===== src/rtl/gpio_wb_irq_if.sv =====
// Wishbone classic bus bundle for the GPIO block.
// Member names are seen from the slave side: *_i flows master->slave and
// *_o flows slave->master.
//   adr_i/dat_i/we_i/sel_i/cyc_i/stb_i : request from master
//   dat_o/ack_o                        : response from slave
interface gpio_wb_irq_if;
  logic [31:0] adr_i;
  logic [31:0] dat_i;
  logic [31:0] dat_o;
  logic [3:0]  sel_i;
  logic        we_i;
  logic        cyc_i;
  logic        stb_i;
  logic        ack_o;

  modport master (output adr_i, dat_i, sel_i, we_i, cyc_i, stb_i,
                  input  dat_o, ack_o);
  modport slave  (input  adr_i, dat_i, sel_i, we_i, cyc_i, stb_i,
                  output dat_o, ack_o);
endinterface


===== src/rtl/gpio_wb_irq.sv =====
// Wishbone-slave GPIO port with per-pin direction, synchronised inputs and
// per-pin edge-detect interrupts (W1C status).
//   clk_i, rst_ni : clock, async active-low reset
//   wb            : Wishbone slave bundle (one-cycle ack, reads and writes)
//   gpio_i        : asynchronous pin inputs
//   gpio_o        : OUT register
//   gpio_oe_o     : DIR register, 1 = drive
//   irq_o         : registered OR of enabled pending status bits

// Per-pin input path: synchroniser, previous-value flop and event select.
//   pin_i  : raw pin
//   any_i  : both-edge mode, overrides rise_i
//   rise_i : 1 = rising edge, 0 = falling edge
//   s_o    : synchronised pin value
//   ev_o   : edge event this cycle
module gpio_wb_irq_pin #(
  parameter int SYNC_STAGES = 2
) (
  input  logic clk_i,
  input  logic rst_ni,
  input  logic pin_i,
  input  logic any_i,
  input  logic rise_i,
  output logic s_o,
  output logic ev_o
);
  logic [SYNC_STAGES-1:0] sync_q, sync_d;
  logic                   prev_q;
  logic                   rise, fall;

  assign sync_d = {sync_q[SYNC_STAGES-2:0], pin_i};

  always_ff @(posedge clk_i or negedge rst_ni) begin
    if (!rst_ni) begin
      sync_q <= '0;
      prev_q <= 1'b0;
    end else begin
      sync_q <= sync_d;
      prev_q <= sync_q[SYNC_STAGES-1];
    end
  end

  assign s_o  = sync_q[SYNC_STAGES-1];
  assign rise = s_o & ~prev_q;
  assign fall = ~s_o & prev_q;
  assign ev_o = any_i ? (rise | fall) : (rise_i ? rise : fall);
endmodule

module gpio_wb_irq #(
  parameter logic [31:0] BASE_ADDR   = 32'h0000_0400,
  parameter int          WIDTH       = 8,
  parameter int          SYNC_STAGES = 2
) (
  input  logic             clk_i,
  input  logic             rst_ni,
  gpio_wb_irq_if.slave     wb,
  input  logic [WIDTH-1:0] gpio_i,
  output logic [WIDTH-1:0] gpio_o,
  output logic [WIDTH-1:0] gpio_oe_o,
  output logic             irq_o
);
  localparam logic [29:0] OFF_OUT  = 30'd0;
  localparam logic [29:0] OFF_DIR  = 30'd1;
  localparam logic [29:0] OFF_IN   = 30'd2;
  localparam logic [29:0] OFF_IE   = 30'd3;
  localparam logic [29:0] OFF_IS   = 30'd4;
  localparam logic [29:0] OFF_RISE = 30'd5;
  localparam logic [29:0] OFF_ANY  = 30'd6;

  typedef enum logic {IDLE, ACK} state_e;

  state_e           state_q;
  logic             ack_q;
  logic [31:0]      dat_q;
  logic [WIDTH-1:0] out_q, dir_q, ie_q, is_q, rise_q, any_q;
  logic [WIDTH-1:0] out_d, dir_d, ie_d, is_d, rise_d, any_d;
  logic             irq_q;

  logic [WIDTH-1:0] pin_s, pin_ev;
  logic [29:0]      off;
  logic             req, wr;
  logic [31:0]      mask32, rdata;
  logic [WIDTH-1:0] wmask, wdat;

  gpio_wb_irq_pin #(.SYNC_STAGES(SYNC_STAGES)) u_pin [WIDTH-1:0] (
    .clk_i  (clk_i),
    .rst_ni (rst_ni),
    .pin_i  (gpio_i),
    .any_i  (any_q),
    .rise_i (rise_q),
    .s_o    (pin_s),
    .ev_o   (pin_ev)
  );

  // Word offset into the window; addresses below the base wrap to a huge
  // offset and fall into the unmapped default.
  assign off = wb.adr_i[31:2] - BASE_ADDR[31:2];
  assign req = (state_q == IDLE) & wb.cyc_i & wb.stb_i;
  assign wr  = req & wb.we_i;

  always_comb begin
    mask32 = '0;
    for (int b = 0; b < 32; b++) mask32[b] = wb.sel_i[b/8];
  end
  assign wmask = mask32[WIDTH-1:0];
  assign wdat  = wb.dat_i[WIDTH-1:0];

  always_comb begin
    out_d  = out_q;
    dir_d  = dir_q;
    ie_d   = ie_q;
    is_d   = is_q;
    rise_d = rise_q;
    any_d  = any_q;
    if (wr) begin
      case (off)
        OFF_OUT:  out_d  = (out_q  & ~wmask) | (wdat & wmask);
        OFF_DIR:  dir_d  = (dir_q  & ~wmask) | (wdat & wmask);
        OFF_IE:   ie_d   = (ie_q   & ~wmask) | (wdat & wmask);
        OFF_IS:   is_d   = is_q & ~(wdat & wmask);
        OFF_RISE: rise_d = (rise_q & ~wmask) | (wdat & wmask);
        OFF_ANY:  any_d  = (any_q  & ~wmask) | (wdat & wmask);
        default:  ;
      endcase
    end
    // OR-in events after the clear so a coincident event is not lost.
    is_d = is_d | pin_ev;
  end

  always_comb begin
    rdata = '0;
    case (off)
      OFF_OUT:  rdata[WIDTH-1:0] = out_q;
      OFF_DIR:  rdata[WIDTH-1:0] = dir_q;
      OFF_IN:   rdata[WIDTH-1:0] = pin_s;
      OFF_IE:   rdata[WIDTH-1:0] = ie_q;
      OFF_IS:   rdata[WIDTH-1:0] = is_q;
      OFF_RISE: rdata[WIDTH-1:0] = rise_q;
      OFF_ANY:  rdata[WIDTH-1:0] = any_q;
      default:  ;
    endcase
  end

  // Bus FSM: ACK always returns to IDLE, so a held strobe is not re-served.
  always_ff @(posedge clk_i or negedge rst_ni) begin
    if (!rst_ni) begin
      state_q <= IDLE;
      ack_q   <= 1'b0;
      dat_q   <= '0;
    end else begin
      case (state_q)
        IDLE: if (req) begin
          state_q <= ACK;
          ack_q   <= 1'b1;
          if (!wb.we_i) dat_q <= rdata;
        end
        ACK: begin
          state_q <= IDLE;
          ack_q   <= 1'b0;
        end
      endcase
    end
  end

  always_ff @(posedge clk_i or negedge rst_ni) begin
    if (!rst_ni) begin
      out_q  <= '0;
      dir_q  <= '0;
      ie_q   <= '0;
      is_q   <= '0;
      rise_q <= '0;
      any_q  <= '0;
      irq_q  <= 1'b0;
    end else begin
      out_q  <= out_d;
      dir_q  <= dir_d;
      ie_q   <= ie_d;
      is_q   <= is_d;
      rise_q <= rise_d;
      any_q  <= any_d;
      irq_q  <= |(is_q & ie_q);
    end
  end

  assign gpio_o    = out_q;
  assign gpio_oe_o = dir_q;
  assign irq_o     = irq_q;
  assign wb.dat_o  = dat_q;
  assign wb.ack_o  = ack_q;

  logic unused_bits;
  assign unused_bits = ^{wb.dat_i, wb.adr_i[1:0], mask32};
endmodule


===== src/flat_wrapper.sv =====
// flat-port wrapper written by rule: the top's interface ports become plain ports
module gpio_wb_irq_flat 
#(
  parameter logic [31:0] BASE_ADDR   = 32'h0000_0400,
  parameter int          WIDTH       = 8,
  parameter int          SYNC_STAGES = 2
)
  (clk_i, rst_ni, gpio_i, gpio_o, gpio_oe_o, irq_o, wb_adr_i, wb_dat_i, wb_sel_i, wb_we_i, wb_cyc_i, wb_stb_i, wb_dat_o, wb_ack_o);
  gpio_wb_irq_if wb_i ();
  input  logic clk_i;
  input  logic rst_ni;
  input  logic [WIDTH-1:0] gpio_i;
  output logic [WIDTH-1:0] gpio_o;
  output logic [WIDTH-1:0] gpio_oe_o;
  output logic irq_o;
  input wire logic [$bits(wb_i.adr_i)-1:0] wb_adr_i;
  input wire logic [$bits(wb_i.dat_i)-1:0] wb_dat_i;
  input wire logic [$bits(wb_i.sel_i)-1:0] wb_sel_i;
  input wire logic [$bits(wb_i.we_i)-1:0] wb_we_i;
  input wire logic [$bits(wb_i.cyc_i)-1:0] wb_cyc_i;
  input wire logic [$bits(wb_i.stb_i)-1:0] wb_stb_i;
  output wire logic [$bits(wb_i.dat_o)-1:0] wb_dat_o;
  output wire logic [$bits(wb_i.ack_o)-1:0] wb_ack_o;
  assign wb_i.adr_i = wb_adr_i;
  assign wb_i.dat_i = wb_dat_i;
  assign wb_i.sel_i = wb_sel_i;
  assign wb_i.we_i = wb_we_i;
  assign wb_i.cyc_i = wb_cyc_i;
  assign wb_i.stb_i = wb_stb_i;
  assign wb_dat_o = wb_i.dat_o;
  assign wb_ack_o = wb_i.ack_o;
  gpio_wb_irq #(.BASE_ADDR(BASE_ADDR), .WIDTH(WIDTH), .SYNC_STAGES(SYNC_STAGES)) u_core (.clk_i(clk_i), .rst_ni(rst_ni), .wb(wb_i), .gpio_i(gpio_i), .gpio_o(gpio_o), .gpio_oe_o(gpio_oe_o), .irq_o(irq_o));
endmodule

===== config.mk =====
export PLATFORM = sky130hd
export DESIGN_NAME = gpio_wb_irq_flat
export DESIGN_NICKNAME = d
export VERILOG_FILES = /design/src/rtl/gpio_wb_irq_if.sv /design/src/rtl/gpio_wb_irq.sv /design/src/flat_wrapper.sv
export SDC_FILE = /design/constraint.sdc
export NUM_CORES = 1
export LEC_CHECK = 0
export CAP_MARGIN = 20
export CORE_MARGIN = 2
export CORE_UTILIZATION = 48
export DETAILED_ROUTE_END_ITERATION = 8
export PLACE_DENSITY = 0.81
export SLEW_MARGIN = 10
export SYNTH_ARGS = -nofsm -noshare
export SYNTH_HDL_FRONTEND = slang
export SYNTH_SLANG_ARGS = --single-unit

===== constraint.sdc =====
create_clock -name clk_i -period 3.3 [get_ports clk_i]
set_clock_uncertainty 0.1 [all_clocks]
set_input_delay 0.33 -clock clk_i [delete_from_list [all_inputs] [get_ports clk_i]]
set_output_delay 0.33 -clock clk_i [all_outputs]
set_load 0.01 [all_outputs]

==> results.py <==
metrics = {
    "synth": {
        "synthFlopType": "dfrtp_1",
        "ys_types": 41,
        "synth-seq-area-share_pct": 47.6,
        "synth_area_um2": 4370,
        "netlist_instances": 372,
        "syn_area_per_cell_um2": 11.7,
        "synth.ff_latch_count": 83,
        "ys.warnings.count": 0,
        "synthArstFlopShare_pct": 100,
        "synth-edff-count": 0,
    },
    "sta": {
        "tightest_slew_ns": 0.751,
        "hold_viol": 0,
        "post-route-period-util_pct": 86.8,
        "worst_slack_ns": 0.434,
        "finalSetupTns_ns": 0,
        "period_minus_slack_ns": 2.87,
        "max_freq_mhz": 349,
        "drv_slew": 0,
        "slew_headroom_pct": 49.9,
        "rsz0062_at_grt": "no",
        "setup_viol": 0,
    },
    "cells_and_area": {
        "diodes": 0,
        "utilization_pct": 62.6,
        "final_layout_size_suffix_gt1_share_pct": 20.4,
        "final_common_cell": "dfrtp_1",
        "stdcell_count": 578,
        "nNetsFinal": 562,
        "area_growth_pct": 25.6,
        "final_cell_mix": "dfrtp_1 (83), clkdlybuf4s50_1 (76), mux2_2 (46), inv_1 (30), conb_1 (24)",
    },
    "cts": {
        "clk_pin_slew_ns": 0.07,
        "insertion_delay_ns": 0.36,
        "htree_levels": 3,
        "clockRootBuffer": "clkbuf_8",
        "cts_resized": 0,
        "cts_tree": "done",
        "clockBufferDepth": 2,
        "cts_buffers": 9,
        "clkSinkCount": 83,
    },
    "critical_path": {
        "start_kind": "input pin",
        "worstReg2RegEnd": "u_core.wb.dat_o[7]",
        "r2r_slack_ns": 1.08,
        "cp.arrival_ns": 3.01,
        "reg2reg_depth": 5,
        "critPathRequiredTime_ns": 3.44,
        "worst-setup-path-type": "input pin to flip-flop",
        "reg2reg_from": "u_core.state_q",
        "cp_max_fo": 14,
        "startpoint": "wb_adr_i[15]",
        "critPathCaptureType": "flip-flop",
    },
    "drt": {
        "drt_pre_antenna_iters": 4,
        "wl_per_cell_um": 17.7,
        "via_count": 3215,
        "remaining_drc_errors": 0,
        "dr.first_iter.drc_count": 212,
        "vias_per_cell": 5.56,
        "wl_mm": 10.2,
        "postRouteAntennaNets": 0,
    },
    "global_routing": {
        "overflow": 0,
        "grt_max_degree": 84,
        "track_usage_pct": 21.8,
        "grt_antenna_before_repair": 0,
        "grt_first_pass_wirelength_mm": 16.8,
        "grt_pass1_vias": 3302,
    },
    "min_path": {
        "hold_depth": 0,
        "hold_end": "u_core.u_pin[3].sync_q[1]",
        "hp-class": "flip-flop to flip-flop",
        "hold_start": "u_core.u_pin[3].sync_q[0]",
    },
    "power_and_ir_drop": {
        "leakage_nw": 2.47,
        "power.internal_mw": 1.50,
        "total_power_mw": 1.99,
        "power-per-cell-area_nw_per_um2": 362,
        "p_sw_share_pct": 24.4,
        "vdd_drop_max_mv": 0.235,
        "pwr-share-comb_pct": 10.7,
        "p_seq_share_pct": 52.6,
        "p_switching_mw": 0.484,
        "clkPwrFrac_pct": 36.7,
    },
    "placed_design": {
        "hpwl_mm": 7.28,
        "portBuffers": 77,
        "pre_cts_slack_ns": 0.0717,
        "place_inst": 560,
        "place_congestion": 0.840,
    },
    "die": {
        "die_area_um2": 9880,
        "initial_core_util_pct": 49.8,
        "ioPinCount": 131,
        "die_w_um": 99.4,
        "coreArea_um2": 8760,
        "die_h_um": 99.4,
        "rows": 34,
    },
    "flow_run": {
        "drv_cap": 0,
    },
    "status": {
        "outcome": "finished clean",
    },
}
Yosys cell counts, types with 6 or more instances:
master	number	area, um^2
inv_1	30	113
mux2_2	46	518
o22ai_1	7	43.8
nand2_1	22	82.6
nor2_1	6	22.5
buf_4	24	180
dfrtp_1	83	2080
mux2i_1	12	120
o21ai_0	23	115
ha_1	16	200
clkbuf_1	10	37.5
nand4b_1	10	87.6
a2111oi_0	8	70.1
a2bb2oi_1	11	96.3
cell type report:
cell class / count / area [um^2]
Fill cell: 707 / 3280
Sequential cell: 83 / 2080
Multi-Input combinational cell: 241 / 2010
Timing Repair Buffer: 100 / 956
Clock buffer: 11 / 141
Tap cell: 108 / 135
Inverter: 30 / 113
Clock inverter: 5 / 52.6
worst max-delay path, cell delays in order:
cell and delay, ns:
clkdlybuf4s50_1 0.40, nor3_1 0.42, nand4_1 0.23, or3b_1 0.43, buf_4 0.23, a2111oi_4 0.44, buf_4 0.21, mux2_2 0.34
worst max path at each step:
stage | to | slack, ns | cells past startpoint
detailed placement | flip-flop | 0.07 | 8
finish | flip-flop | 0.43 | 8
global route | flip-flop | 0.30 | 8
floorplan | flip-flop | 0.62 | 7
CTS | flip-flop | 0.46 | 8
global placement | flip-flop | 0.09 | 8
power by group through the flow:
stage                     Sequential (mW)  Clock, mW  Combinational, mW
final                                1.04      0.728              0.213
after floorplan                      1.06          0              0.109
after CTS                            1.04      0.743              0.210
after global placement               1.06          0              0.203
after detailed placement             1.06          0              0.208
after global routing                 1.05      0.796              0.236
metal layers:
metal / global-route usage, % / wire length (um) / vias to the layer above
met5: 0 / 0 / -
met4: 8.43 / 121 / 0
met3: 3.51 / 763 / 12
met2: 36.3 / 5110 / 131
met1: 28.8 / 4250 / 1586
li1: - / - / 1486
through the flow:
| stage | hold slack, ns | area (um^2) |
|---|---|---|
| final | 0.251 | 5490 |
| after detailed placement | 0.236 | 5260 |
| after CTS | 0.0887 | 5460 |
| after global routing | 0.266 | 5490 |
| after floorplan | -0.0656 | 4450 |
| after global placement | 0.233 | 5260 |
repair_timing:
action                                 4_1_cts  5_1_grt
hold buffers                                 0        1
buffers inserted                             0        0
endpoints found under the hold margin        0       36
cell families after synthesis:
logic type | after synthesis | share of synthesized area (%)
simple gates | 65 | 8.79
flops | 83 | 47.6
mux | 64 | 16.9
fa+ha+maj | 16 | 4.58
buf+inv | 71 | 8.42
other cells | 1 | 0.0859
compound gates | 72 | 13.6
Power figures use the tool's default switching activity.
